<file path="src/rtl/rv32_pkg.sv">
// Shared RV32I decode definitions: opcodes, ALU operation codes, ID/EX
// control-word bit positions and the ID/EX pipeline word layout.
package rv32_pkg;

    localparam logic [31:0] NOP_INSTR = 32'h0000_0013;

    localparam logic [6:0] OPC_LUI      = 7'b0110111;
    localparam logic [6:0] OPC_AUIPC    = 7'b0010111;
    localparam logic [6:0] OPC_JAL      = 7'b1101111;
    localparam logic [6:0] OPC_JALR     = 7'b1100111;
    localparam logic [6:0] OPC_BRANCH   = 7'b1100011;
    localparam logic [6:0] OPC_LOAD     = 7'b0000011;
    localparam logic [6:0] OPC_STORE    = 7'b0100011;
    localparam logic [6:0] OPC_OP_IMM   = 7'b0010011;
    localparam logic [6:0] OPC_OP       = 7'b0110011;
    localparam logic [6:0] OPC_MISC_MEM = 7'b0001111;

    // Base ops fit in 0..7 so that the M extension can own 8..15 as
    // {1'b1, funct3}. XOR/OR/AND share ALU_LOGIC; EX picks one with funct3.
    typedef enum logic [3:0] {
        ALU_ADD    = 4'd0,
        ALU_SUB    = 4'd1,
        ALU_SLL    = 4'd2,
        ALU_SLT    = 4'd3,
        ALU_SLTU   = 4'd4,
        ALU_SRL    = 4'd5,
        ALU_SRA    = 4'd6,
        ALU_LOGIC  = 4'd7,
        ALU_MUL    = 4'd8,
        ALU_MULH   = 4'd9,
        ALU_MULHSU = 4'd10,
        ALU_MULHU  = 4'd11,
        ALU_DIV    = 4'd12,
        ALU_DIVU   = 4'd13,
        ALU_REM    = 4'd14,
        ALU_REMU   = 4'd15
    } alu_op_e;

    localparam int CTRL_W         = 13;
    localparam int CTRL_ILLEGAL   = 0;
    localparam int CTRL_LINK      = 1;
    localparam int CTRL_REG_WRITE = 2;
    localparam int CTRL_MEM_WRITE = 3;
    localparam int CTRL_MEM_READ  = 4;
    localparam int CTRL_SRC_IMM   = 5;
    localparam int CTRL_FUNCT3_LO = 6;
    localparam int CTRL_ALU_OP_LO = 9;

    typedef struct packed {
        logic              valid;
        logic [31:0]       pc;
        logic [31:0]       rs1_data;
        logic [31:0]       rs2_data;
        logic [31:0]       imm;
        logic [4:0]        rs1;
        logic [4:0]        rs2;
        logic [4:0]        rd;
        logic [CTRL_W-1:0] ctrl;
    } id_ex_t;

    function automatic logic [CTRL_W-1:0] pack_ctrl(
        input alu_op_e    alu_op,
        input logic [2:0] funct3,
        input logic       src_imm,
        input logic       mem_read,
        input logic       mem_write,
        input logic       reg_write,
        input logic       link,
        input logic       illegal
    );
        return {alu_op, funct3, src_imm, mem_read, mem_write, reg_write, link, illegal};
    endfunction

endpackage

</file>
<file path="src/rtl/id_regfile.sv">
// 32x32 register file, two read ports and one write port. x0 reads as zero
// and ignores writes; a read of the register being written this cycle
// returns the incoming write data (write-first bypass).
module id_regfile
    import rv32_pkg::*;
(
    input  logic        clk,
    input  logic [4:0]  rs1_addr,
    input  logic [4:0]  rs2_addr,
    output logic [31:0] rs1_data,
    output logic [31:0] rs2_data,
    input  logic        wb_en,
    input  logic [4:0]  wb_rd,
    input  logic [31:0] wb_data
);

    logic [31:0] regs [0:31];

    // Register write on the rising edge; x0 is never stored
    always_ff @(posedge clk) begin
        if (wb_en && (wb_rd != 5'd0)) begin
            regs[wb_rd] <= wb_data;
        end
    end

    // Read port 1 with x0 forcing and same-cycle writeback bypass
    always_comb begin
        rs1_data = regs[rs1_addr];
        if (rs1_addr == 5'd0) begin
            rs1_data = 32'd0;
        end else if (wb_en && (wb_rd == rs1_addr)) begin
            rs1_data = wb_data;
        end
    end

    // Read port 2 with x0 forcing and same-cycle writeback bypass
    always_comb begin
        rs2_data = regs[rs2_addr];
        if (rs2_addr == 5'd0) begin
            rs2_data = 32'd0;
        end else if (wb_en && (wb_rd == rs2_addr)) begin
            rs2_data = wb_data;
        end
    end

endmodule

</file>
<file path="src/rtl/id_stage.sv">
// RV32I decode stage: decode, register read, immediate generation, early
// jump/branch resolution back to IF, hazard stalls and the ID/EX register.
// Optional macro RV32M_DECODE_EN: decode MUL..REMU (OP, funct7=0000001)
// as alu_op 8..15; without it those encodings are flagged illegal.
module id_stage
    import rv32_pkg::*;
#(
    parameter int SQUASH_CYCLES = 1
) (
    input  logic              clk,
    input  logic              rst,
    input  logic [31:0]       if_instruction,
    input  logic [31:0]       if_pc,
    input  logic              wb_en,
    input  logic [4:0]        wb_rd,
    input  logic [31:0]       wb_data,
    input  logic [4:0]        ex_rd,
    input  logic              ex_reg_write,
    input  logic              ex_mem_read,
    input  logic              ex_stall,
    output logic              jump_flag_id,
    output logic [31:0]       jump_address_id,
    output logic              stall_if,
    output logic              id_ex_valid,
    output logic [31:0]       id_ex_pc,
    output logic [31:0]       id_ex_rs1_data,
    output logic [31:0]       id_ex_rs2_data,
    output logic [31:0]       id_ex_imm,
    output logic [4:0]        id_ex_rs1,
    output logic [4:0]        id_ex_rs2,
    output logic [4:0]        id_ex_rd,
    output logic [CTRL_W-1:0] id_ex_ctrl
);

    localparam int CNT_W = (SQUASH_CYCLES > 0) ? $clog2(SQUASH_CYCLES + 1) : 1;

    logic [6:0]  opcode;
    logic [4:0]  rd;
    logic [2:0]  funct3;
    logic [4:0]  rs1;
    logic [4:0]  rs2;
    logic [6:0]  funct7;
    logic [31:0] imm_i, imm_s, imm_b, imm_u, imm_j;

    assign opcode = if_instruction[6:0];
    assign rd     = if_instruction[11:7];
    assign funct3 = if_instruction[14:12];
    assign rs1    = if_instruction[19:15];
    assign rs2    = if_instruction[24:20];
    assign funct7 = if_instruction[31:25];

    assign imm_i = {{20{if_instruction[31]}}, if_instruction[31:20]};
    assign imm_s = {{20{if_instruction[31]}}, if_instruction[31:25], if_instruction[11:7]};
    assign imm_b = {{19{if_instruction[31]}}, if_instruction[31], if_instruction[7],
                    if_instruction[30:25], if_instruction[11:8], 1'b0};
    assign imm_u = {if_instruction[31:12], 12'd0};
    assign imm_j = {{11{if_instruction[31]}}, if_instruction[31], if_instruction[19:12],
                    if_instruction[20], if_instruction[30:21], 1'b0};

    logic [31:0] rs1_rdata, rs2_rdata;

    id_regfile u_regfile (
        .clk      (clk),
        .rs1_addr (rs1),
        .rs2_addr (rs2),
        .rs1_data (rs1_rdata),
        .rs2_data (rs2_rdata),
        .wb_en    (wb_en),
        .wb_rd    (wb_rd),
        .wb_data  (wb_data)
    );

    // funct3 (plus the funct7 alternate bit) to base ALU operation
    function automatic alu_op_e base_alu_op(input logic [2:0] f3, input logic alt);
        case (f3)
            3'b000:  return alt ? ALU_SUB : ALU_ADD;
            3'b001:  return ALU_SLL;
            3'b010:  return ALU_SLT;
            3'b011:  return ALU_SLTU;
            3'b101:  return alt ? ALU_SRA : ALU_SRL;
            default: return ALU_LOGIC;
        endcase
    endfunction

    alu_op_e     alu_op;
    logic        src_imm, mem_read, mem_write, reg_write, link, illegal;
    logic        rs1_used, rs2_used, is_branch, is_jal, is_jalr;
    logic [31:0] imm;

    // Instruction decode; anything unrecognised collapses to a bare illegal flag
    always_comb begin
        alu_op    = ALU_ADD;
        src_imm   = 1'b0;
        mem_read  = 1'b0;
        mem_write = 1'b0;
        reg_write = 1'b0;
        link      = 1'b0;
        illegal   = 1'b0;
        rs1_used  = 1'b0;
        rs2_used  = 1'b0;
        is_branch = 1'b0;
        is_jal    = 1'b0;
        is_jalr   = 1'b0;
        imm       = 32'd0;
        case (opcode)
            OPC_LUI: begin
                reg_write = 1'b1;
                src_imm   = 1'b1;
                imm       = imm_u;
            end
            // AUIPC is resolved here: EX sees 0 + (pc + immU)
            OPC_AUIPC: begin
                reg_write = 1'b1;
                src_imm   = 1'b1;
                imm       = if_pc + imm_u;
            end
            OPC_JAL: begin
                reg_write = 1'b1;
                link      = 1'b1;
                is_jal    = 1'b1;
                imm       = imm_j;
            end
            OPC_JALR: begin
                reg_write = 1'b1;
                link      = 1'b1;
                is_jalr   = 1'b1;
                rs1_used  = 1'b1;
                imm       = imm_i;
                illegal   = (funct3 != 3'b000);
            end
            OPC_BRANCH: begin
                is_branch = 1'b1;
                rs1_used  = 1'b1;
                rs2_used  = 1'b1;
                imm       = imm_b;
                illegal   = (funct3 == 3'b010) || (funct3 == 3'b011);
            end
            OPC_LOAD: begin
                mem_read  = 1'b1;
                reg_write = 1'b1;
                src_imm   = 1'b1;
                rs1_used  = 1'b1;
                imm       = imm_i;
                illegal   = (funct3 == 3'b011) || (funct3 == 3'b110) || (funct3 == 3'b111);
            end
            OPC_STORE: begin
                mem_write = 1'b1;
                src_imm   = 1'b1;
                rs1_used  = 1'b1;
                rs2_used  = 1'b1;
                imm       = imm_s;
                illegal   = (funct3[2] == 1'b1) || (funct3 == 3'b011);
            end
            OPC_OP_IMM: begin
                reg_write = 1'b1;
                src_imm   = 1'b1;
                rs1_used  = 1'b1;
                imm       = imm_i;
                alu_op    = base_alu_op(funct3, 1'b0);
                if (funct3 == 3'b001) begin
                    illegal = (funct7 != 7'b0000000);
                end else if (funct3 == 3'b101) begin
                    alu_op  = base_alu_op(funct3, funct7[5]);
                    illegal = (funct7 != 7'b0000000) && (funct7 != 7'b0100000);
                end
            end
            OPC_OP: begin
                reg_write = 1'b1;
                rs1_used  = 1'b1;
                rs2_used  = 1'b1;
                if (funct7 == 7'b0000000) begin
                    alu_op = base_alu_op(funct3, 1'b0);
                end else if ((funct7 == 7'b0100000) &&
                             ((funct3 == 3'b000) || (funct3 == 3'b101))) begin
                    alu_op = base_alu_op(funct3, 1'b1);
`ifdef RV32M_DECODE_EN
                end else if (funct7 == 7'b0000001) begin
                    alu_op = alu_op_e'({1'b1, funct3});
`endif
                end else begin
                    illegal = 1'b1;
                end
            end
            OPC_MISC_MEM: begin
                // FENCE: ordering is trivially met in this in-order pipe
            end
            default: illegal = 1'b1;
        endcase
        if (illegal) begin
            alu_op    = ALU_ADD;
            src_imm   = 1'b0;
            mem_read  = 1'b0;
            mem_write = 1'b0;
            reg_write = 1'b0;
            link      = 1'b0;
            rs1_used  = 1'b0;
            rs2_used  = 1'b0;
            is_branch = 1'b0;
            is_jal    = 1'b0;
            is_jalr   = 1'b0;
            imm       = 32'd0;
        end
    end

    logic signed [31:0] rs1_s, rs2_s;
    logic               br_cond;

    assign rs1_s = rs1_rdata;
    assign rs2_s = rs2_rdata;

    // Branch condition on the bypassed register values
    always_comb begin
        br_cond = 1'b0;
        case (funct3)
            3'b000:  br_cond = (rs1_rdata == rs2_rdata);
            3'b001:  br_cond = (rs1_rdata != rs2_rdata);
            3'b100:  br_cond = (rs1_s < rs2_s);
            3'b101:  br_cond = (rs1_s >= rs2_s);
            3'b110:  br_cond = (rs1_rdata < rs2_rdata);
            3'b111:  br_cond = (rs1_rdata >= rs2_rdata);
            default: br_cond = 1'b0;
        endcase
    end

    logic [CNT_W-1:0] squash_cnt;
    logic             squashed, src_match, hazard, taken;

    assign squashed  = (squash_cnt != '0);
    assign src_match = (ex_rd != 5'd0) &&
                       ((rs1_used && (rs1 == ex_rd)) || (rs2_used && (rs2 == ex_rd)));
    // Load-use always stalls; branches/JALR resolve here, so any EX producer stalls them
    assign hazard    = !squashed && src_match &&
                       (ex_mem_read || ((is_branch || is_jalr) && ex_reg_write));
    assign taken     = is_jal || is_jalr || (is_branch && br_cond);

    assign jump_flag_id    = !rst && !squashed && !hazard && !ex_stall && taken;
    assign jump_address_id = is_jalr ? ((rs1_rdata + imm_i) & ~32'd1) :
                             is_jal  ? (if_pc + imm_j) :
                                       (if_pc + imm_b);
    assign stall_if        = !rst && (ex_stall || hazard);

    // Squash counter: drops the wrong-path fetches that follow a taken jump
    always_ff @(posedge clk or posedge rst) begin
        if (rst) begin
            squash_cnt <= '0;
        end else if (!ex_stall) begin
            if (jump_flag_id) begin
                squash_cnt <= CNT_W'(SQUASH_CYCLES);
            end else if (squashed) begin
                squash_cnt <= squash_cnt - CNT_W'(1);
            end
        end
    end

    id_ex_t word_p0, id_ex_p1;

    // Assemble the ID/EX word; unused source fields are zeroed so EX never forwards on them
    always_comb begin
        word_p0          = '0;
        word_p0.valid    = 1'b1;
        word_p0.pc       = if_pc;
        word_p0.rs1      = rs1_used ? rs1 : 5'd0;
        word_p0.rs2      = rs2_used ? rs2 : 5'd0;
        word_p0.rs1_data = rs1_used ? rs1_rdata : 32'd0;
        word_p0.rs2_data = rs2_used ? rs2_rdata : 32'd0;
        word_p0.imm      = imm;
        word_p0.rd       = reg_write ? rd : 5'd0;
        word_p0.ctrl     = pack_ctrl(alu_op, illegal ? 3'b000 : funct3, src_imm,
                                     mem_read, mem_write, reg_write, link, illegal);
    end

    // ---- ID/EX boundary ----
    // ID/EX register: holds under ex_stall, bubbles on hazard or squash
    always_ff @(posedge clk or posedge rst) begin
        if (rst) begin
            id_ex_p1 <= '0;
        end else if (!ex_stall) begin
            id_ex_p1 <= (squashed || hazard) ? '0 : word_p0;
        end
    end

    assign id_ex_valid    = id_ex_p1.valid;
    assign id_ex_pc       = id_ex_p1.pc;
    assign id_ex_rs1_data = id_ex_p1.rs1_data;
    assign id_ex_rs2_data = id_ex_p1.rs2_data;
    assign id_ex_imm      = id_ex_p1.imm;
    assign id_ex_rs1      = id_ex_p1.rs1;
    assign id_ex_rs2      = id_ex_p1.rs2;
    assign id_ex_rd       = id_ex_p1.rd;
    assign id_ex_ctrl     = id_ex_p1.ctrl;

endmodule
</file>
<file path="config.mk">
export PLATFORM = sky130hd
export DESIGN_NAME = id_stage
export DESIGN_NICKNAME = d
export VERILOG_FILES = /design/src/rtl/rv32_pkg.sv /design/src/rtl/id_regfile.sv /design/src/rtl/id_stage.sv
export SDC_FILE = /design/constraint.sdc
export NUM_CORES = 2
export LEC_CHECK = 0
export CORE_MARGIN = 10
export CORE_UTILIZATION = 50
export CTS_CLUSTER_SIZE = 20
export DETAILED_ROUTE_END_ITERATION = 10
export GPL_ROUTABILITY_DRIVEN = 0
export HOLD_SLACK_MARGIN = 0.1
export PLACE_DENSITY = 0.74
export SYNTH_ARGS = -nofsm -noshare
export SYNTH_HDL_FRONTEND = slang
export SYNTH_SLANG_ARGS = --single-unit
</file>
<file path="constraint.sdc">
create_clock -name clk -period 5.8 [get_ports clk]
set_clock_uncertainty 0.1 [all_clocks]
set_input_delay 0.58 -clock clk [delete_from_list [all_inputs] [get_ports clk]]
set_output_delay 0.58 -clock clk [all_outputs]
set_load 0.01 [all_outputs]
</file>
; After elaboration in Yosys (flattened, before gate mapping)
; Memory sizes are Yosys's and may differ from the RTL's.
; Cells that the tools add are included.
; Widths: inputs -> output; s select.
[word_totals]
latchBits = 0
memories = 1
ramBits = 1024
register_bits = 158
word_cells = 148
mem_bits_ro = 0
[op_classes]
n_addsub = 5
magnitude_cmp = 4
eq_ne = 25
div = 0
shifts = 0
multipliers = 0
bitwise = 0
mux = 55
n_reduce_logical = 48
[memory_table]
columns = memory, depth, width, rd, rd_clocked_by_memory_dff, wr, line_no
row1 = u_regfile.regs, 32, 32, 2, 0, 1, id_regfile.sv:17  ; logic [31:0] regs [0:31];
[ops]
columns = operator, n
row1 = $mux 32, 9
row2 = $pmux 32 s6, 1
row3 = $mux 157, 1
row4 = $add 32x32->32, 4
row5 = $ge 32x32->1, 2
row6 = $lt 32x32->1, 2
row7 = $eq 32x32->1, 1
row8 = $ne 32x32->1, 1
row9 = $pmux 3 s5, 2
row10 = $eq 7x6->1 const B, 4
row11 = $mux 1, 28
row12 = $eq 7x7->1 const B, 3
row13 = $eq 5x5->1, 4
row14 = $logic_and 1x1->1, 17
row15 = $mux 4, 4
row16 = $mux 5, 3
row17 = $eq 7x5->1 const B, 2
row18 = $eq 3x3->1 const B, 4
row19 = $logic_or 1x1->1, 12
row20 = $pmux 3 s4, 1
row21 = $logic_not 5->1, 2
row22 = $reduce_bool 5->1, 2
row23 = $pmux 4 s2, 1
row24 = $eq 7x2->1 const B, 1
row25 = other kinds (20), 26

; Logic depth before layout (Yosys ltp)
[logic_depth]
ltp_word = 17
ltp_mapped = 26
ltp_nobuf = 19

; Hierarchy
; A second synthesis with hierarchy kept.
[hier_totals]
hier_cells = 3810
area_unflattened_um2 = 59465.8
[by_module_without_submodules]
columns = module, area_each_um2, instances, cells_per_inst
row1 = id_regfile, 47869.7, 1, 2520
row2 = id_stage, 11596.1, 1, 1290

; Worst setup path after synthesis
; OpenSTA, ideal clock, no wires.
[synth_path]
kind = input to output
startpoint = input port if_instruction[15]
endpoint = output port jump_address_id[30]
t_arrival_ns = 5.278
stages = 24
path_slack_ns = -0.158
t_required_ns = 5.120
path_cell_list = buf_6 > buf_6 > buf_6 > buf_4 > buf_2 > mux4_2 > mux2_2 > a221oi_1 > nor2_1 > a21oi_1 > nor2_1 > a21oi_1 > nor2_1 > fa_1 > a21o_1 > a21oi_1 > o221ai_1 > a41oi_1 > o21ai_0 > a21oi_1 > o21ai_0 > a41oi_1 > xor2_1 > mux2i_1
[synth_via]
elab_chain_cells = 6
[synth_lines]
columns = item, line_no
row1 = "start, declared", id_stage.sv:12  ; input logic [31:0] if_instruction,
row2 = branches (longest 5 deep; another with $mem_v2 32x32), n/a
row3 = $mux 32 (*), id_stage.sv:237  ; assign jump_address_id = is_jalr ? ((rs1_rdata + imm_i) & ~32'd1) :
row4 = "end, declared", id_stage.sv:22  ; output logic [31:0] jump_address_id,
; Mark *: on every way between the ends.

; Worst setup path in the final report
[layout_path]
startpoint = input port if_instruction[15]
endpoint = output port jump_address_id[29]
; Same word-level chain as after synthesis.

==> out/summary.txt <==
Synth Warn #: 0
sw frac: 25.7%
Compound-Gate Fraction of Synth Area: 8.05%
mean routed wirelength per cell: 35.5 µm
Crit. End Element: output pin
violated checks: max-capacitance violations, max-slew violations, negative setup slack
cell area after synthesis: 0.0595 mm²
Final Max Tran Viols: 20
Primary FF master, synth: edfxtp_1
DR pass1 iterations: 9
fin nets: 4727
worst vdd ir: 0.000274 V
CTS tree: yes
adder-cell area share of the yosys netlist: 2.43%
Post-Synth Simple-Gate Area: 4.15%
total number of vias: 43209
Worst Setup Path Type: input port to output pin
initial drt markers: 7037
Root Driver: clkbuf_16
CTS buffer count: 118
largest area contributor in the netlist: edfxtp_1
most used cell, CP: buf_4
crit path max fanout: 8
hold slack: 0.184 ns
#FFs+latches synth: 1181
Max Cap Viol: 1
Die X: 365 µm
LEAKAGE: 27.0 nW
Worst-path clk slew: 0.07 ns
Crit path largest cell delay: 0.49 ns
clock buffer depth: 3
total congestion overflow: 0
Slew Limit Headroom: -0.346%
critical path data arrival time: 5.37 ns
unrepaired setup endpoints after global routing: yes
crit-path cells: buf_16 > buf_16 > buf_12 > buf_4 > mux4_2 > mux2_4 > a221oi_4 > a211oi_2 > a21oi_2 > nor2_1 > buf_4 > ha_4 > a2111oi_4 > o21ai_2 > a221oi_4 > a21oi_4 > nor4b_2 > a21oi_2 > buf_4 > nand2b_4 > a31oi_4 > xnor2_2 > a21o_1 > buf_6
most common cell after layout, fill and taps aside: edfxtp_1
Finished Core Util: 63.4%
Initial Utilization: 50.4%
Yosys top cell area share: 51.7%
# H-tree levels: 3
share of cells above drive strength 1: 36.0%
post-synthesis xor/xnor area fraction: 1.34%
Synth area leaders: edfxtp_1 (52%), mux4_2 (20%), dfrtp_1 (6.6%)
Vias/cell: 7.04
Post-Syn Area per Cell: 16.3 µm²
main combinational cell family by area after synthesis: multiplexers
initial antenna violation count: 3
All-Layer GR Usage: 31.6%
CTS Hold Buffers Added: 0
CP Launch Type: input port
pwr/cell area: 284 mW/mm²
final number of hold-violating endpoints: 0
sequential share of power: 44.4%
Clock Latency Late Sink: 0.76 ns
num ports: 303
CP max-delay cell: mux4_2
DPL Wire Length: 143000 µm
vias in the first global route: 42716
Area Overhead vs Synth: 25.8%
Rows: 126
Yosys cell types: 72
Gate Count Post-Synth: 3640
first-pass GRT wire length: 304000 µm
Int Power: 0.0158 W
layout filler cell count: 8027
multiplexer share of the synthesized area: 23.7%
Sink Count: 1181
worst-margin pin slew: 1.50 ns
Post-synth EDFFs: 1024
Tcrit/Tclk final: 104%
Post-synth ARST share: 13.3%
most frequent cells in the layout: edfxtp_1 (1024), buf_4 (581), mux4_2 (536)
status: finished with violations
CP delay by family, top: compound AO/OA/AOI/OAI gates
Buf+Inv Stages, Crit Path: 7
height of the die: 365 µm
Final Worst Setup Slack: -0.254 ns
worst slack, placed: -1.26 ns
Tmin final: 6.05 ns
IO buf count: 301
Min-Delay Path Class: input port to asynchronous set/reset pin
CORE AREA: 0.118 mm²
drt total wl: 218000 µm
register area share after synthesis: 58.3%
fmax: 165 MHz
combinational power share: 17.3%
pin count of the biggest net entering global routing: 82
Critical Path RT: 5.12 ns
post-route ant nets: 0
Clk pwr share: 38.3%
P_sw: 0.00546 W
Setup violations, final: 9
Die ar.: 0.133 mm²
DRC violations left: 0
[final timing paths]
check / from / endpoint / slack, ns / cells after the start
setup / recovery: if_instruction[15] / jump_address_id[29] / -0.25 / 24
hold / removal: rst / id_ex_rs2_data[4]$_DFFE_PP0N_ / 0.18 / 2
setup reg to reg: u_regfile.regs[27][29]$_DFFE_PP_ / squash_cnt$_DFFE_PP0N_ / 1.17 / 18
hold reg to reg: id_ex_imm[26]$_DFFE_PP0N_ / id_ex_imm[26]$_DFFE_PP0N_ / 0.38 / 1
max in group asynchronous: rst / id_ex_rs2_data[16]$_DFFE_PP0N_ / 3.45 / 4
min in group clk: ex_stall / id_ex_imm[18]$_DFFE_PP0N_ / 0.26 / 3
[flip-flops by register name, summed over array words and instances (netlist names)]
register / count
u_regfile.regs: 1024
id_ex_rs2_data: 32
id_ex_rs1: 5
id_ex_ctrl: 12
id_ex_rs1_data: 32
id_ex_valid: 1
id_ex_rs2: 5
id_ex_imm: 32
id_ex_rd: 5
squash_cnt: 1
id_ex_pc: 32
[stage by stage]
stage               TNS, ns  cell area [µm²]  total power (W)  cells
floorplan           -0.0122            59700           0.0113   3672
global placement     -17.40            69100           0.0129   5842
detailed placement   -18.74            69100           0.0129   5842
CTS                  -0.661            73800           0.0210   6084
global route          -1.87            74900           0.0218   6138
finish               -0.955            74900           0.0212   6140
[routing by layer]
metal,global-route usage [%],routed length (µm)
met5,0,0
met4,21.1,18000
met3,8.26,31100
met2,49.2,98000
met1,39.1,70500
[power by group through the flow]
stage	logic, W	registers (W)	clock network [W]
finish	0.00367	0.00944	0.00813
global route	0.00384	0.00944	0.00851
CTS	0.00343	0.00943	0.00817
detailed placement	0.00331	0.00961	0
global placement	0.00327	0.00960	0
floorplan	0.00171	0.00960	0
[cell families after synthesis]
family                   Yosys count
AO/OA/AOI/OAI                    703
XOR/XNOR                          91
adder cells (fa/ha/maj)          114
buffers and inverters            291
flip-flops                      1181
multiplexers                     733
other                              1
AND/OR/NAND/NOR                  526
[cell usage after synthesis (all sizes together) (28+ instances only)]
library cell,instances
a211oi,59
a21o,59
a21oi,159
a221oi,33
a22o,92
buf,108
clkbuf,158
dfrtp,157
edfxtp,1024
ha,111
mux2,32
mux2i,165
mux4,536
nand2,167
nand2b,32
nand3,28
nor2,161
nor2b,35
nor3,28
o211ai,50
o21ai,127
o22ai,28
xnor2,41
xor2,50
[final cells by class]
class                      instances  area (µm²)  area share (%)
clock inverter                    76        1010            1.36
timing repair buffer             975        9150            12.2
multi-input combinational       2200       24900            33.3
clock buffer                     145        3090            4.13
antenna                            2        5.00         0.00668
sequential                      1181       34700            46.3
tap                             1536        1920            2.57
inverter                          25        98.8           0.132
[repair_timing]
| action | CTS | global route |
|---|---|---|
| pin swaps | 60 | 78 |
| hold endpoints to repair | 0 | 0 |
| buffers inserted | 21 | 53 |
| setup endpoints to repair | 28 | 27 |
| cloned | 2 | 3 |
| resized for setup | 176 | 145 |
(Power assumes the default switching activity.)
